===== src/rtl/axi_dport_bridge_pkg.sv =====
// Shared types and constants for the AXI4-Lite to data-port bridge.
// Holds the FSM state encoding, AXI response codes and the default tag width.
package axi_dport_bridge_pkg;

    localparam int DPORT_TAG_W = 11;

    localparam logic [1:0] AXI_RESP_OKAY   = 2'b00;
    localparam logic [1:0] AXI_RESP_SLVERR = 2'b10;

    typedef enum logic [2:0] {
        ST_IDLE     = 3'd0,
        ST_WR_REQ   = 3'd1,
        ST_RD_REQ   = 3'd2,
        ST_WAIT_ACK = 3'd3,
        ST_RESP_B   = 3'd4,
        ST_RESP_R   = 3'd5
    } state_t;

endpackage


===== src/rtl/axi_dport_bridge_hold.sv =====
// One-entry valid/data holding register used for the AW and W channels.
// Zero latency to hold; ready is low while full, so a new beat waits until clr_i empties it.
module axi_dport_bridge_hold #(
    parameter int W = 32
) (
    input  logic         clk_i,
    input  logic         rst_i,
    input  logic         in_vld_i,
    input  logic [W-1:0] in_dat_i,
    input  logic         clr_i,
    output logic         rdy_o,
    output logic         held_o,
    output logic [W-1:0] dat_o
);

    logic         held_q, held_d;
    logic [W-1:0] dat_q, dat_d;

    always_comb begin
        held_d = held_q;
        dat_d  = dat_q;
        if (clr_i) begin
            held_d = 1'b0;
        end
        if (in_vld_i && !held_q) begin
            held_d = 1'b1;
            dat_d  = in_dat_i;
        end
    end

    always_ff @(posedge clk_i) begin
        if (rst_i) begin
            held_q <= 1'b0;
            dat_q  <= '0;
        end else begin
            held_q <= held_d;
            dat_q  <= dat_d;
        end
    end

    assign rdy_o  = !held_q;
    assign held_o = held_q;
    assign dat_o  = dat_q;

endmodule


===== src/rtl/axi_dport_bridge.sv =====
// AXI4-Lite responder bridging single-beat reads/writes onto the data-port request/ack bus.
// One transaction outstanding; optional ack timeout via AXI_DPORT_BRIDGE_TIMEOUT_EN.
module axi_dport_bridge
    import axi_dport_bridge_pkg::*;
#(
    parameter int TIMEOUT_CYCLES = 1024,
    parameter int TAG_W          = DPORT_TAG_W
) (
    input  logic             clk_i,
    input  logic             rst_i,
    input  logic             axi_awvalid_i,
    input  logic [31:0]      axi_awaddr_i,
    output logic             axi_awready_o,
    input  logic             axi_wvalid_i,
    input  logic [31:0]      axi_wdata_i,
    input  logic [3:0]       axi_wstrb_i,
    output logic             axi_wready_o,
    output logic             axi_bvalid_o,
    output logic [1:0]       axi_bresp_o,
    input  logic             axi_bready_i,
    input  logic             axi_arvalid_i,
    input  logic [31:0]      axi_araddr_i,
    output logic             axi_arready_o,
    output logic             axi_rvalid_o,
    output logic [31:0]      axi_rdata_o,
    output logic [1:0]       axi_rresp_o,
    input  logic             axi_rready_i,
    output logic [31:0]      mem_addr_o,
    output logic [31:0]      mem_data_wr_o,
    output logic             mem_rd_o,
    output logic [3:0]       mem_wr_o,
    output logic             mem_cacheable_o,
    output logic             mem_invalidate_o,
    output logic             mem_writeback_o,
    output logic             mem_flush_o,
    output logic [TAG_W-1:0] mem_req_tag_o,
    input  logic             mem_accept_i,
    input  logic             mem_ack_i,
    input  logic             mem_error_i,
    input  logic [31:0]      mem_data_rd_i,
    input  logic [TAG_W-1:0] mem_resp_tag_i
);

    state_t             state_q, state_d;
    logic [31:0]        ar_addr_q, ar_addr_d;
    logic               wr_q, wr_d;
    logic [1:0]         resp_q, resp_d;
    logic [31:0]        rdata_q, rdata_d;
    logic [TAG_W-1:0]   tag_q, tag_d;

    logic               aw_held, w_held;
    logic [31:0]        aw_addr;
    logic [35:0]        w_beat;
    logic               wr_issue;
    logic               ack_match;
    logic               timed_out;

    assign wr_issue = (state_q == ST_WR_REQ) && mem_accept_i;

    axi_dport_bridge_hold #(.W(32)) u_aw_hold (
        .clk_i    (clk_i),
        .rst_i    (rst_i),
        .in_vld_i (axi_awvalid_i),
        .in_dat_i (axi_awaddr_i),
        .clr_i    (wr_issue),
        .rdy_o    (axi_awready_o),
        .held_o   (aw_held),
        .dat_o    (aw_addr)
    );

    axi_dport_bridge_hold #(.W(36)) u_w_hold (
        .clk_i    (clk_i),
        .rst_i    (rst_i),
        .in_vld_i (axi_wvalid_i),
        .in_dat_i ({axi_wstrb_i, axi_wdata_i}),
        .clr_i    (wr_issue),
        .rdy_o    (axi_wready_o),
        .held_o   (w_held),
        .dat_o    (w_beat)
    );

    // Only the tag of the most recently accepted request completes WAIT_ACK.
    assign ack_match = mem_ack_i && (mem_resp_tag_i == tag_q - TAG_W'(1));

`ifdef AXI_DPORT_BRIDGE_TIMEOUT_EN
    localparam int CNT_W = $clog2(TIMEOUT_CYCLES + 1);
    logic [CNT_W-1:0] cnt_q, cnt_d;

    always_comb begin
        cnt_d = '0;
        if (state_q == ST_WAIT_ACK) begin
            cnt_d = cnt_q + CNT_W'(1);
        end
    end

    always_ff @(posedge clk_i) begin
        if (rst_i) begin
            cnt_q <= '0;
        end else begin
            cnt_q <= cnt_d;
        end
    end

    assign timed_out = (cnt_q == CNT_W'(TIMEOUT_CYCLES - 1));
`else
    assign timed_out = 1'b0;
`endif

    always_comb begin
        state_d   = state_q;
        ar_addr_d = ar_addr_q;
        wr_d      = wr_q;
        resp_d    = resp_q;
        rdata_d   = rdata_q;
        tag_d     = tag_q;
        case (state_q)
            ST_IDLE: begin
                if (aw_held && w_held) begin
                    state_d = ST_WR_REQ;
                end else if (axi_arvalid_i) begin
                    ar_addr_d = axi_araddr_i;
                    state_d   = ST_RD_REQ;
                end
            end
            ST_WR_REQ, ST_RD_REQ: begin
                if (mem_accept_i) begin
                    tag_d   = tag_q + TAG_W'(1);
                    wr_d    = (state_q == ST_WR_REQ);
                    state_d = ST_WAIT_ACK;
                end
            end
            ST_WAIT_ACK: begin
                if (ack_match) begin
                    resp_d = mem_error_i ? AXI_RESP_SLVERR : AXI_RESP_OKAY;
                    if (!wr_q) begin
                        rdata_d = mem_data_rd_i;
                    end
                    state_d = wr_q ? ST_RESP_B : ST_RESP_R;
                end else if (timed_out) begin
                    resp_d = AXI_RESP_SLVERR;
                    if (!wr_q) begin
                        rdata_d = '0;
                    end
                    state_d = wr_q ? ST_RESP_B : ST_RESP_R;
                end
            end
            ST_RESP_B: begin
                if (axi_bready_i) begin
                    state_d = ST_IDLE;
                end
            end
            ST_RESP_R: begin
                if (axi_rready_i) begin
                    state_d = ST_IDLE;
                end
            end
            default: state_d = ST_IDLE;
        endcase
    end

    always_ff @(posedge clk_i) begin
        if (rst_i) begin
            state_q   <= ST_IDLE;
            ar_addr_q <= '0;
            wr_q      <= 1'b0;
            resp_q    <= '0;
            rdata_q   <= '0;
            tag_q     <= '0;
        end else begin
            state_q   <= state_d;
            ar_addr_q <= ar_addr_d;
            wr_q      <= wr_d;
            resp_q    <= resp_d;
            rdata_q   <= rdata_d;
            tag_q     <= tag_d;
        end
    end

    assign axi_arready_o = (state_q == ST_IDLE) && !(aw_held && w_held);
    assign axi_bvalid_o  = (state_q == ST_RESP_B);
    assign axi_rvalid_o  = (state_q == ST_RESP_R);
    assign axi_bresp_o   = resp_q;
    assign axi_rresp_o   = resp_q;
    assign axi_rdata_o   = rdata_q;

    // Masking rather than slicing keeps the full captured address word in use.
    assign mem_addr_o    = ((state_q == ST_WR_REQ) ? aw_addr : ar_addr_q) & 32'hFFFF_FFFC;
    assign mem_data_wr_o = w_beat[31:0];
    assign mem_rd_o      = (state_q == ST_RD_REQ);
    assign mem_wr_o      = (state_q != ST_WR_REQ) ? 4'h0 :
                           (w_beat[35:32] == 4'h0) ? 4'hF : w_beat[35:32];
    assign mem_req_tag_o = tag_q;

    assign mem_cacheable_o  = 1'b0;
    assign mem_invalidate_o = 1'b0;
    assign mem_writeback_o  = 1'b0;
    assign mem_flush_o      = 1'b0;

endmodule


===== config.mk =====
export PLATFORM = sky130hd
export DESIGN_NAME = axi_dport_bridge
export DESIGN_NICKNAME = d
export VERILOG_FILES = /design/src/rtl/axi_dport_bridge_pkg.sv /design/src/rtl/axi_dport_bridge_hold.sv /design/src/rtl/axi_dport_bridge.sv
export SDC_FILE = /design/constraint.sdc
export NUM_CORES = 1
export LEC_CHECK = 0
export CAP_MARGIN = 10
export CORE_MARGIN = 2
export CORE_UTILIZATION = 43
export CTS_CLUSTER_DIAMETER = 40
export CTS_CLUSTER_SIZE = 20
export DETAILED_ROUTE_END_ITERATION = 8
export GPL_TIMING_DRIVEN = 0
export MAX_ROUTING_LAYER = met4
export PLACE_DENSITY_LB_ADDON = 0.25
export SYNTH_ARGS = -nofsm -noshare
export SYNTH_HDL_FRONTEND = slang
export SYNTH_SLANG_ARGS = --single-unit

===== constraint.sdc =====
create_clock -name clk_i -period 2.9 [get_ports clk_i]
set_input_delay 0.58 -clock clk_i [delete_from_list [all_inputs] [get_ports clk_i]]
set_output_delay 0.58 -clock clk_i [all_outputs]
set_load 0.01 [all_outputs]

==> summary.txt <==
Outcome
  – Status: completed

Job
  – Max-cap violations: 0

Synthesis
  – Yosys cell types: 51
  – Xor-xnor portion of the synthesized cell area: 0.0251
  – Most common cell in the netlist: nand2_1
  – Synth cell count leaders: nand2_1 (203), dfxtp_1 (146), a21oi_1 (137)
  – Post-synthesis sequential area ratio: 0.440
  – Adder-cell share of the synthesized area: 0.00377
  – Post-synth EDFFs: 0
  – Area share of the largest cell type after synthesis: 0.440
  – Largest family of logic cells by synthesized area: simple AND/OR/NAND/NOR gates
  – Area contributors post-synth: dfxtp_1 (44%), nand2_1 (11%), a21oi_1 (10%)
  – Post-synth ARST share: 0
  – Post-Syn Instances: 825
  – Synth Area in Simple Gates: 0.208
  – Top FF cell, synth: dfxtp_1
  – Synth area leader: dfxtp_1
  – Post-Syn Area: 6640 um2
  – Synth Warn #: 0
  – Multiplexer area fraction after synthesis: 0.0561
  – Syn Area/Cell: 8.05 um2
  – Compound-Gate Fraction of Synth Area: 0.171
  – #FFs+latches synth: 146

Worst setup path
  – Reg-to-reg slack, setup: 0.16 ns
  – Crit Path Class: reg2out
  – Worst setup path startpoint: state_q[0]$_SDFFE_PP0P_
  – Crit-path cells: nor3b_2 -> buf_4 -> clkbuf_8 -> mux2_2 -> clkdlybuf4s50_1
  – CP Capture Type: output port
  – Crit path largest cell delay: 0.50 ns
  – Reg2reg start: mem_req_tag_o[3]$_SDFFE_PP0P_
  – Crit-path max FO: 10
  – CP max-delay cell: clkdlybuf4s50_1
  – Crit path DAT: 2.24 ns
  – CP startpoint kind: register
  – Required @ worst endpoint: 2.32 ns

GRT
  – Remaining Overflow, GRT: 0
  – Vias in the first global route: 6,219
  – Gr usage total: 0.244
  – First-pass GRT wire length: 31,000 um
  – Largest net degree at the start of global routing: 17
  – Antenna violations before repair: 0

Timing
  – Min Clock Period, post-route: 2.82 ns
  – Slew Limit Fails: 0
  – Total Neg Setup Slack: 0 ns
  – # setup viols final: 0
  – Relative slew slack: 0.339
  – Final Hold Vio Count: 0
  – Fmax: 0.355 GHz
  – Setup Skew: 0.00759 ns
  – Worst-Margin Slew: 0.983 ns
  – Min setup slack post-route: 0.0840 ns
  – Crit share post-route: 0.971

Routing
  – Detailed Route Iter0 Violations: 315
  – WL/cell: 15.4 um
  – Post-Route WL: 20,200 um
  – DRT met1 WL: 8860 um
  – ANT nets after route: 0
  – Vias per inst: 5.10
  – First drt pass iteration count: 5
  – Routed wl met2: 9750 um
  – Met3 routed WL: 1180 um
  – Highest metal used: met4
  – Via count: 6,701
  – DRC viols: 0

Place
  – GP Congestion: 0.820
  – Placement Setup Slack: -0.437 ns
  – Port bufs: 265
  – HPWL after detailed placement: 15,100 um
  – Post-Place Cells: 1,285

Cells and area
  – Final net count: 1,269
  – Final non-filler cell total: 1,315
  – Ant. Diodes: 0
  – Area Overhead vs Synth: 53.1%
  – Layout cells sized above 1: 0.116
  – Final design utilization: 0.671

CTS
  – CTS root buf: clkbuf_16
  – CTS clock-pin slew for the worst setup and hold paths: 0.06 ns
  – Total CTS buffers: 17
  – Cts hold-fix bufs: 0
  – Skew-Pair Late Insertion Delay: 0.41 ns
  – Max Root-Sink Buffers: 2
  – Clk sinks: 146
  – CTS tree: done
  – # H-tree levels: 4

Power and ir drop
  – VDD IR max: 0.380 mV
  – Tot Pwr: 6280 uW
  – Cell Pwr Density: 618 nW/um2
  – P_leak: 0.00384 uW

Floorplanning
  – IO Pins: 278
  – Std cell rows: 45
  – Die X: 128 um
  – Chip height: 128 um
  – Starting Density: 0.438
  – Core area: 15,100 um2
  – Die area: 16,500 um2

Min path
  – Class of the worst hold path: reg2reg
  – HP Start: ar_addr_q[21]$_SDFFE_PP0P_
==> worst max-delay path, delay by kind of cell, from the launching register on <==
| kind | cells | cell delay, ns |
|---|---|---|
| AND/OR/NAND/NOR | 1 | 0.20 |
| buffers and inverters | 3 | 0.86 |
| flip-flops | 1 | 0.43 |
| multiplexers | 1 | 0.34 |
==> final timing paths <==
kind,endpoint,depth (start not counted)
worst max-delay path,mem_addr_o[25],5
worst min-delay path,ar_addr_q[21]$_SDFFE_PP0P_,2
worst max register to register,axi_rdata_o[15]$_SDFFE_PP0P_,9
worst min register to register,ar_addr_q[21]$_SDFFE_PP0P_,2
==> area by class of cell <==
| cell class | instances | area, um2 |
|---|---|---|
| Clock inverter | 12 | 133 |
| Multi-Input combinational cell | 568 | 3120 |
| Timing Repair Buffer | 266 | 2660 |
| Tap cell | 188 | 235 |
| Sequential cell | 146 | 2930 |
| Buffer | 106 | 621 |
| Fill cell | 1312 | 4980 |
| Clock buffer | 20 | 447 |
| Inverter | 9 | 33.8 |
==> registers in the layout, indices dropped and copies added, names as in the netlist <==
name              cells
mem_req_tag_o        11
axi_rdata_o          32
wr_q                  1
axi_bresp_o           1
u_aw_hold.dat_o      30
u_aw_hold.held_o      1
state_q               3
ar_addr_q            30
u_w_hold.dat_o       36
u_w_hold.held_o       1
==> metal layers <==
| metal | up-vias | GRT usage |
|---|---|---|
| met3 | 27 | 0.0438 |
| met1 | 3073 | 0.304 |
| met2 | 229 | 0.399 |
| met5 | - | - |
| met4 | 0 | 0.0866 |
| li1 | 3372 | - |
==> power by group <==
group          switching, uW  internal [uW]
Sequential               114           2170
Clock                    862           1290
Combinational            934            913
Total                   1910           4370
==> through the flow <==
step | cell area [um2] | hold WS, ns
floorplan | 6670 | 0.433
global placement | 9560 | 0.438
detailed placement | 9560 | 0.444
CTS | 10200 | 0.453
global route | 10200 | 0.472
finish | 10200 | 0.451
==> cells in the final DEF (no fill, tap or decap), types with 4 or more instances in the layout <==
cell type,netlist,routed
or3_1,4,4
a21oi_1,137,137
o31ai_1,33,33
nor2_1,19,19
conb_1,1,8
o21a_1,6,6
xor2_1,12,12
mux2_2,30,30
buf_2,6,6
clkbuf_16,0,17
dfxtp_1,146,144
clkdlybuf4s50_1,0,261
nand2_1,203,203
nor2b_1,6,6
clkbuf_1,54,47
nand4_1,35,35
inv_1,9,9
nor3_1,11,11
nand3_1,6,6
buf_4,44,46
dlygate4sd2_1,0,4
o21ai_0,8,8
xnor2_1,7,7
==> cells by family after synthesis <==
| family | after synthesis |
|---|---|
| simple gates | 308 |
| compound gates | 198 |
| flops | 146 |
| buf+inv | 118 |
| mux | 33 |
| xor+xnor | 19 |
| fa+ha+maj | 2 |
| other cells | 1 |
==> what timing repair did <==
item,CTS,global route
endpoints found under the setup margin,34,42
gates resized for setup,16,9
cloned,0,0
setup buffers,1,0
Power figures use the tool's default switching activity.
